### src/rtl/mdu_pkg.sv
// Shared definitions for the multiply/divide unit: default width, op codes
// and controller state encoding.
package mdu_pkg;

   localparam int MDU_WIDTH = 32;

   typedef enum logic [2:0] {
      OP_MULT  = 3'd0,
      OP_MULTU = 3'd1,
      OP_DIV   = 3'd2,
      OP_DIVU  = 3'd3,
      OP_MTHI  = 3'd4,
      OP_MTLO  = 3'd5
   } op_e;

   typedef enum logic [1:0] {
      S_IDLE = 2'd0,
      S_MUL  = 2'd1,
      S_DIV  = 2'd2,
      S_DONE = 2'd3
   } state_e;

endpackage

### src/rtl/mdu_iter.sv
// Iterative unsigned datapath: one shift-add (multiply) or restoring
// shift-subtract (divide) step per enabled cycle.
module mdu_iter
   import mdu_pkg::*;
#(
   parameter int WIDTH = MDU_WIDTH
) (
   input  logic             clk,
   input  logic             rst,
   input  logic             i_load,
   input  logic             i_mul_step,
   input  logic             i_div_step,
   input  logic [WIDTH-1:0] i_acc,
   input  logic [WIDTH-1:0] i_q,
   input  logic [WIDTH-1:0] i_b,
   output logic [WIDTH-1:0] o_hi,
   output logic [WIDTH-1:0] o_lo
);

   logic [WIDTH-1:0] r_acc;
   logic [WIDTH-1:0] r_q;
   logic [WIDTH-1:0] r_b;
   logic [WIDTH:0]   w_sum;
   logic [WIDTH:0]   w_shift;
   logic             w_ge;

   // Multiply keeps {acc,q} as the partial product shifted right each step;
   // divide shifts {acc,q} left and q collects quotient bits.
   assign w_sum   = {1'b0, r_acc} + {1'b0, (r_q[0] ? r_b : '0)};
   assign w_shift = {r_acc, r_q[WIDTH-1]};
   assign w_ge    = (w_shift >= {1'b0, r_b});

   always_ff @(posedge clk or posedge rst) begin
      if (rst) begin
         r_acc <= '0;
         r_q   <= '0;
         r_b   <= '0;
      end else if (i_load) begin
         r_acc <= i_acc;
         r_q   <= i_q;
         r_b   <= i_b;
      end else if (i_mul_step) begin
         r_acc <= w_sum[WIDTH:1];
         r_q   <= {w_sum[0], r_q[WIDTH-1:1]};
      end else if (i_div_step) begin
         // Remainder stays below the divisor, so WIDTH-bit subtraction is exact.
         r_acc <= w_ge ? (w_shift[WIDTH-1:0] - r_b) : w_shift[WIDTH-1:0];
         r_q   <= {r_q[WIDTH-2:0], w_ge};
      end
   end

   assign o_hi = r_acc;
   assign o_lo = r_q;

endmodule

### src/rtl/mdu_ctrl.sv
// HI/LO multiply-divide controller: sequences mdu_iter, applies sign
// pre/post-correction and generates the register-file write strobes.
module mdu_ctrl
   import mdu_pkg::*;
#(
   parameter int WIDTH = MDU_WIDTH
) (
   input  logic             clk,
   input  logic             rst,
   input  logic             start,
   input  logic [2:0]       op,
   input  logic [WIDTH-1:0] src1,
   input  logic [WIDTH-1:0] src2,
   input  logic             cancel,
   output logic             stall,
   output logic             hi_we,
   output logic             lo_we,
   output logic [WIDTH-1:0] hi_i,
   output logic [WIDTH-1:0] lo_i,
   output logic             busy
);

   localparam int CNT_W = (WIDTH > 1) ? $clog2(WIDTH) : 1;

   state_e             r_state;
   state_e             w_state_nxt;
   logic [CNT_W-1:0]   r_cnt;
   logic               r_is_mul, r_neg_q, r_neg_r, r_mt_hi, r_mt_lo;
   logic               w_load, w_mul_step, w_div_step, w_mt_hi_nxt, w_mt_lo_nxt;
   logic               w_is_mul_nxt, w_neg_q_nxt, w_neg_r_nxt;
   logic               w_sgn, w_muldiv, w_last;
   logic [WIDTH-1:0]   w_a_mag, w_b_mag, w_acc_ld, w_q_ld, w_b_ld;
   logic [WIDTH-1:0]   w_it_hi, w_it_lo, w_hi_div, w_lo_div;
   logic [2*WIDTH-1:0] w_prod, w_prod_fix;

   assign w_sgn    = (op == OP_MULT) || (op == OP_DIV);
   assign w_muldiv = (op == OP_MULT) || (op == OP_MULTU) || (op == OP_DIV) || (op == OP_DIVU);
   assign w_a_mag  = (w_sgn && src1[WIDTH-1]) ? -src1 : src1;
   assign w_b_mag  = (w_sgn && src2[WIDTH-1]) ? -src2 : src2;
   assign w_last   = (r_cnt == CNT_W'(WIDTH - 1));

   always_comb begin
      w_state_nxt  = r_state;
      w_load       = 1'b0;
      w_mul_step   = 1'b0;
      w_div_step   = 1'b0;
      w_mt_hi_nxt  = 1'b0;
      w_mt_lo_nxt  = 1'b0;
      w_acc_ld     = '0;
      w_q_ld       = '0;
      w_b_ld       = '0;
      w_is_mul_nxt = 1'b0;
      w_neg_q_nxt  = 1'b0;
      w_neg_r_nxt  = 1'b0;
      case (r_state)
         S_IDLE: begin
            if (start) begin
               case (op)
                  OP_MULT, OP_MULTU: begin
                     w_load       = 1'b1;
                     w_q_ld       = w_a_mag;
                     w_b_ld       = w_b_mag;
                     w_is_mul_nxt = 1'b1;
                     w_neg_q_nxt  = w_sgn && (src1[WIDTH-1] ^ src2[WIDTH-1]);
                     w_state_nxt  = S_MUL;
                  end
                  OP_DIV, OP_DIVU: begin
                     w_load = 1'b1;
                     // Divide-by-zero result is preloaded so DONE can present it raw.
                     if (src2 == '0) begin
                        w_acc_ld    = src1;
                        w_q_ld      = '1;
                        w_state_nxt = S_DONE;
                     end else begin
                        w_q_ld      = w_a_mag;
                        w_b_ld      = w_b_mag;
                        w_neg_q_nxt = w_sgn && (src1[WIDTH-1] ^ src2[WIDTH-1]);
                        w_neg_r_nxt = w_sgn && src1[WIDTH-1];
                        w_state_nxt = S_DIV;
                     end
                  end
                  OP_MTHI: begin
                     w_load      = 1'b1;
                     w_acc_ld    = src1;
                     w_mt_hi_nxt = 1'b1;
                  end
                  OP_MTLO: begin
                     w_load      = 1'b1;
                     w_q_ld      = src1;
                     w_mt_lo_nxt = 1'b1;
                  end
                  default: ;
               endcase
            end
         end
         S_MUL: begin
            w_mul_step = 1'b1;
            if (w_last) w_state_nxt = S_DONE;
         end
         S_DIV: begin
            w_div_step = 1'b1;
            if (w_last) w_state_nxt = S_DONE;
         end
         S_DONE:  w_state_nxt = S_IDLE;
         default: w_state_nxt = S_IDLE;
      endcase
      if (cancel) begin
         w_state_nxt = S_IDLE;
         w_load      = 1'b0;
         w_mul_step  = 1'b0;
         w_div_step  = 1'b0;
         w_mt_hi_nxt = 1'b0;
         w_mt_lo_nxt = 1'b0;
      end
   end

   always_ff @(posedge clk or posedge rst) begin
      if (rst) begin
         r_state  <= S_IDLE;
         r_cnt    <= '0;
         r_is_mul <= 1'b0;
         r_neg_q  <= 1'b0;
         r_neg_r  <= 1'b0;
         r_mt_hi  <= 1'b0;
         r_mt_lo  <= 1'b0;
      end else begin
         r_state <= w_state_nxt;
         r_mt_hi <= w_mt_hi_nxt;
         r_mt_lo <= w_mt_lo_nxt;
         if (w_load) begin
            r_cnt    <= '0;
            r_is_mul <= w_is_mul_nxt;
            r_neg_q  <= w_neg_q_nxt;
            r_neg_r  <= w_neg_r_nxt;
         end else if (w_mul_step || w_div_step) begin
            r_cnt <= r_cnt + CNT_W'(1);
         end
      end
   end

   mdu_iter #(
      .WIDTH(WIDTH)
   ) u_iter (
      .clk        (clk),
      .rst        (rst),
      .i_load     (w_load),
      .i_mul_step (w_mul_step),
      .i_div_step (w_div_step),
      .i_acc      (w_acc_ld),
      .i_q        (w_q_ld),
      .i_b        (w_b_ld),
      .o_hi       (w_it_hi),
      .o_lo       (w_it_lo)
   );

   assign w_prod     = {w_it_hi, w_it_lo};
   assign w_prod_fix = r_neg_q ? -w_prod : w_prod;
   assign w_lo_div   = r_neg_q ? -w_it_lo : w_it_lo;
   assign w_hi_div   = r_neg_r ? -w_it_hi : w_it_hi;

   always_comb begin
      hi_i = '0;
      lo_i = '0;
      if ((r_state == S_DONE) || r_mt_hi || r_mt_lo) begin
         if (r_is_mul) begin
            {hi_i, lo_i} = w_prod_fix;
         end else begin
            hi_i = w_hi_div;
            lo_i = w_lo_div;
         end
      end
   end

   assign hi_we = !cancel && ((r_state == S_DONE) || r_mt_hi);
   assign lo_we = !cancel && ((r_state == S_DONE) || r_mt_lo);
   assign stall = ((r_state == S_IDLE) && start && w_muldiv) ||
                  (r_state == S_MUL) || (r_state == S_DIV);
   assign busy  = (r_state != S_IDLE);

endmodule

### config.mk
export PLATFORM = sky130hd
export DESIGN_NAME = mdu_ctrl
export DESIGN_NICKNAME = d
export VERILOG_FILES = /design/src/rtl/mdu_pkg.sv /design/src/rtl/mdu_iter.sv /design/src/rtl/mdu_ctrl.sv
export SDC_FILE = /design/constraint.sdc
export NUM_CORES = 1
export LEC_CHECK = 0
export ABC_AREA = 1
export CELL_PAD_IN_SITES_DETAIL_PLACEMENT = 1
export CELL_PAD_IN_SITES_GLOBAL_PLACEMENT = 1
export CORE_MARGIN = 4
export CORE_UTILIZATION = 44
export DETAILED_ROUTE_END_ITERATION = 10
export GPL_ROUTABILITY_DRIVEN = 0
export PLACE_DENSITY_LB_ADDON = 0.1
export SYNTH_ARGS = -nofsm -noshare
export SYNTH_HDL_FRONTEND = slang
export SYNTH_SLANG_ARGS = --single-unit
### constraint.sdc
create_clock -name clk -period 8 [get_ports clk]
set_input_delay 0.8 -clock clk [delete_from_list [all_inputs] [get_ports clk]]
set_output_delay 0.8 -clock clk [all_outputs]
set_load 0.01 [all_outputs]
==> reports/metrics.csv <==
metric;value;unit
via count;20987;
Starting Density;44.8;%
yosys warns;0;
routed length per placed instance;22.1;um
Max Buffers Root-to-Sink;2;
endpoints failing hold;0;
first-pass GRT wire length;119000;um
All-Layer GR Usage;38.4;%
post-layout net count;3174;
worst slack at placement;3.22;ns
TritonRoute pass-1 iters;7;
worst hold margin;0.474;ns
min Tclk post-route;4.55;ns
final cycle utilization of the critical path;56.9;%
worst slew margin relative to its limit;20.0;%
Post-CTS Setup Repair Bufs;0;
Die H;199;um
Synth async-reset ratio;100;%
root buf cell;clkbuf_16;
syn_area_per_cell;5.42;um2
Synth Cell Area;16000;um2
max-cap violations;0;
n_diodes;0;
clock-pin slew on the worst setup and hold paths;0.09;ns
final setup margin;3.45;ns
number of synthesized flops with an enable pin;0;
final design utilization;50.4;%
Critical Path Start Type;input pin;
Post-Route Skew;0.0189;ns
maximum vdd drop;0.163;mV
P per Cell Area;408;nW/um2
Synth Flop Type;dfrtp_1;
Placed Cells;3477;
vias per cell;6.01;
Worst path most repeated cell;inv_2;
largest net degree at the start of global routing;76;
worst-path cell chain;clkdlybuf4s50_1 -> nand2_1 -> nand2_2 -> buf_4 -> inv_2 -> nor2_4 -> inv_2 -> nand3_1 -> o21ai_0;
Post-Synthesis Cells;2957;
critical path's top delay family;buffers and inverters;
RSZ-0062 raised after global routing;no;
Non-Filler Instances;3493;
arrival time at the worst endpoint;4.75;ns
total CTS buffers;9;
Post-Syn Nets;3104;
CTS tree;yes;
vias in the first global route;20666;
final WL;77400;um
Final Setup Violations;0;
# DRC;0;
CP max FO;75;
status;finished, final reports clean;
core area;35700;um2
Slowest cell on crit path;nor2_4;
share of the synthesized area in the top cell type;21.8;%
flop and latch count out of synthesis;108;
Slew Viols, Final;0;
share of cells above drive strength 1;3.40;%
post-CTS resize count;0;
count of cell types in the netlist;52;
worst path required time;8.20;ns
antenna violations before repair;1;
H-Tree Depth;3;
port bufs;138;
Crit Path Category;input pin to flip-flop;
Leakage;9.24;nW
Area Growth Syn to Fin;12.5;%
row count;69;
Synth area leader;nand2_1;
Synth area leaders;nand2_1 (22%), dfrtp_1 (17%), inv_1 (10%), nand3_1 (8.9%), nor2_1 (8.6%);
hold buffers post-CTS;0;
crit path buf inv count;4;
later-pin clock latency in the skew report;0.38;ns
initial DRC count;2137;
crit end category;flip-flop;
worst min path class;flip-flop to flip-flop;
IO Count;139;
Post-DRT Antenna Nets;0;
final setup TNS;0;ns
fmax;220;MHz
CP peak stage delay;0.86;ns
Clock Sinks;108;
Congestion Overflow GR;0;
hpwl dp;62500;um
die width;199;um
sequential share of the synthesized area;16.9;%
die area;39500;um2
worst slew pin tran;1.20;ns
## worst paths after layout
path	from	end	slack, ns	cells after the start
worst max-delay path	op[2]	u_iter.o_hi[1]$_DFFE_PP0P_	3.45	9
worst min-delay path	r_cnt[3]$_DFFE_PP0P_	r_cnt[3]$_DFFE_PP0P_	0.47	1
worst max register to register	u_iter.o_hi[10]$_DFFE_PP0P_	u_iter.o_hi[12]$_DFFE_PP0P_	3.84	17
worst min register to register	r_cnt[3]$_DFFE_PP0P_	r_cnt[3]$_DFFE_PP0P_	0.47	1
max in group asynchronous	rst	u_iter.o_lo[9]$_DFFE_PP0P_	5.86	3
min in group asynchronous	rst	u_iter.r_b[0]$_DFFE_PP0P_	0.83	2
## cells in the mapped netlist, types with 13 or more instances
master / count
inv_1: 434
nor2_1: 368
nand4_1: 35
a31oi_1: 28
a21oi_1: 177
clkbuf_1: 60
nand3b_1: 13
nor3_1: 43
buf_2: 23
xor2_1: 38
ha_1: 74
dfrtp_1: 108
o22ai_1: 22
o211ai_1: 29
o21ai_0: 146
xnor2_1: 15
nand2_1: 929
nand3_1: 286
## power breakdown
group	total, mW	switching [mW]	internal (mW)
combinational	5.52	3.81	1.71
sequential	1.35	0.573	0.778
clock	0.488	0.237	0.252
total	7.36	4.62	2.74
## per-layer routing
metal	wire length, um	part of all wire [%]	vias to the layer above	GRT usage, %
li1	-	-	9631	-
met1	32200	42	10046	53.1
met2	33100	43	1097	58.9
met3	8360	11	213	7.93
met4	3770	4.9	0	15.1
met5	0	0	-	0
## layout make-up
type	instances	area (um2)
repair buffers	160	1550
clock buffers	9	225
fillers	5354	17700
clock inverters	7	92.6
well taps	461	577
multi-input cells	2309	11200
inverters	439	1650
flip-flops and latches	108	2700
## worst reg2reg max path, cell delays in order (launching register included)
cell and delay, ns:
dfrtp_1 0.82, ha_1 0.41, nand2_1 0.15, inv_1 0.07
nand2_1 0.07, nand2_1 0.08, nand2_1 0.07, nand2_1 0.08
inv_1 0.08, nand2_1 0.08, nand2_1 0.63, nand2_2 0.72
inv_2 0.31, nand2_1 0.08, nand3_1 0.07, nand3_1 0.13
nand2_1 0.14, nand2_1 0.06
## cell usage in the layout (no fill, tap or decap), types with 28 or more instances in the layout
master           instances
a21oi_1                177
a31oi_1                 28
clkdlybuf4s50_1        138
dfrtp_1                108
ha_1                    74
inv_1                  432
nand2_1                928
nand3_1                286
nand4_1                 35
nor2_1                 365
nor3_1                  43
o211ai_1                29
o21ai_0                146
xor2_1                  38
## sequential cells by signal, summed over array words and instances (netlist names), 2 cells and up
register,flops
u_iter.o_hi,32
u_iter.r_b,32
u_iter.o_lo,32
r_state,2
r_cnt,5
## stage by stage
stage                     instance area, um2  power, mW
after detailed placement               17700       6.63
after CTS                              18000       7.16
after global placement                 17700       6.41
final                                  18000       7.36
after global routing                   18000       7.94
after floorplan                        16000       4.72
## cells by family after synthesis
family	count (synthesis)	synth area share, %
and+or+nand+nor	1729	45.2
buffers and inverters	540	13.2
AOI/OAI and AO/OA	451	15.8
DFF	108	16.9
adders and majority gates	76	6.03
xor gates and xnor gates	53	2.90
Note: power is estimated with default switching activity, not from simulation.
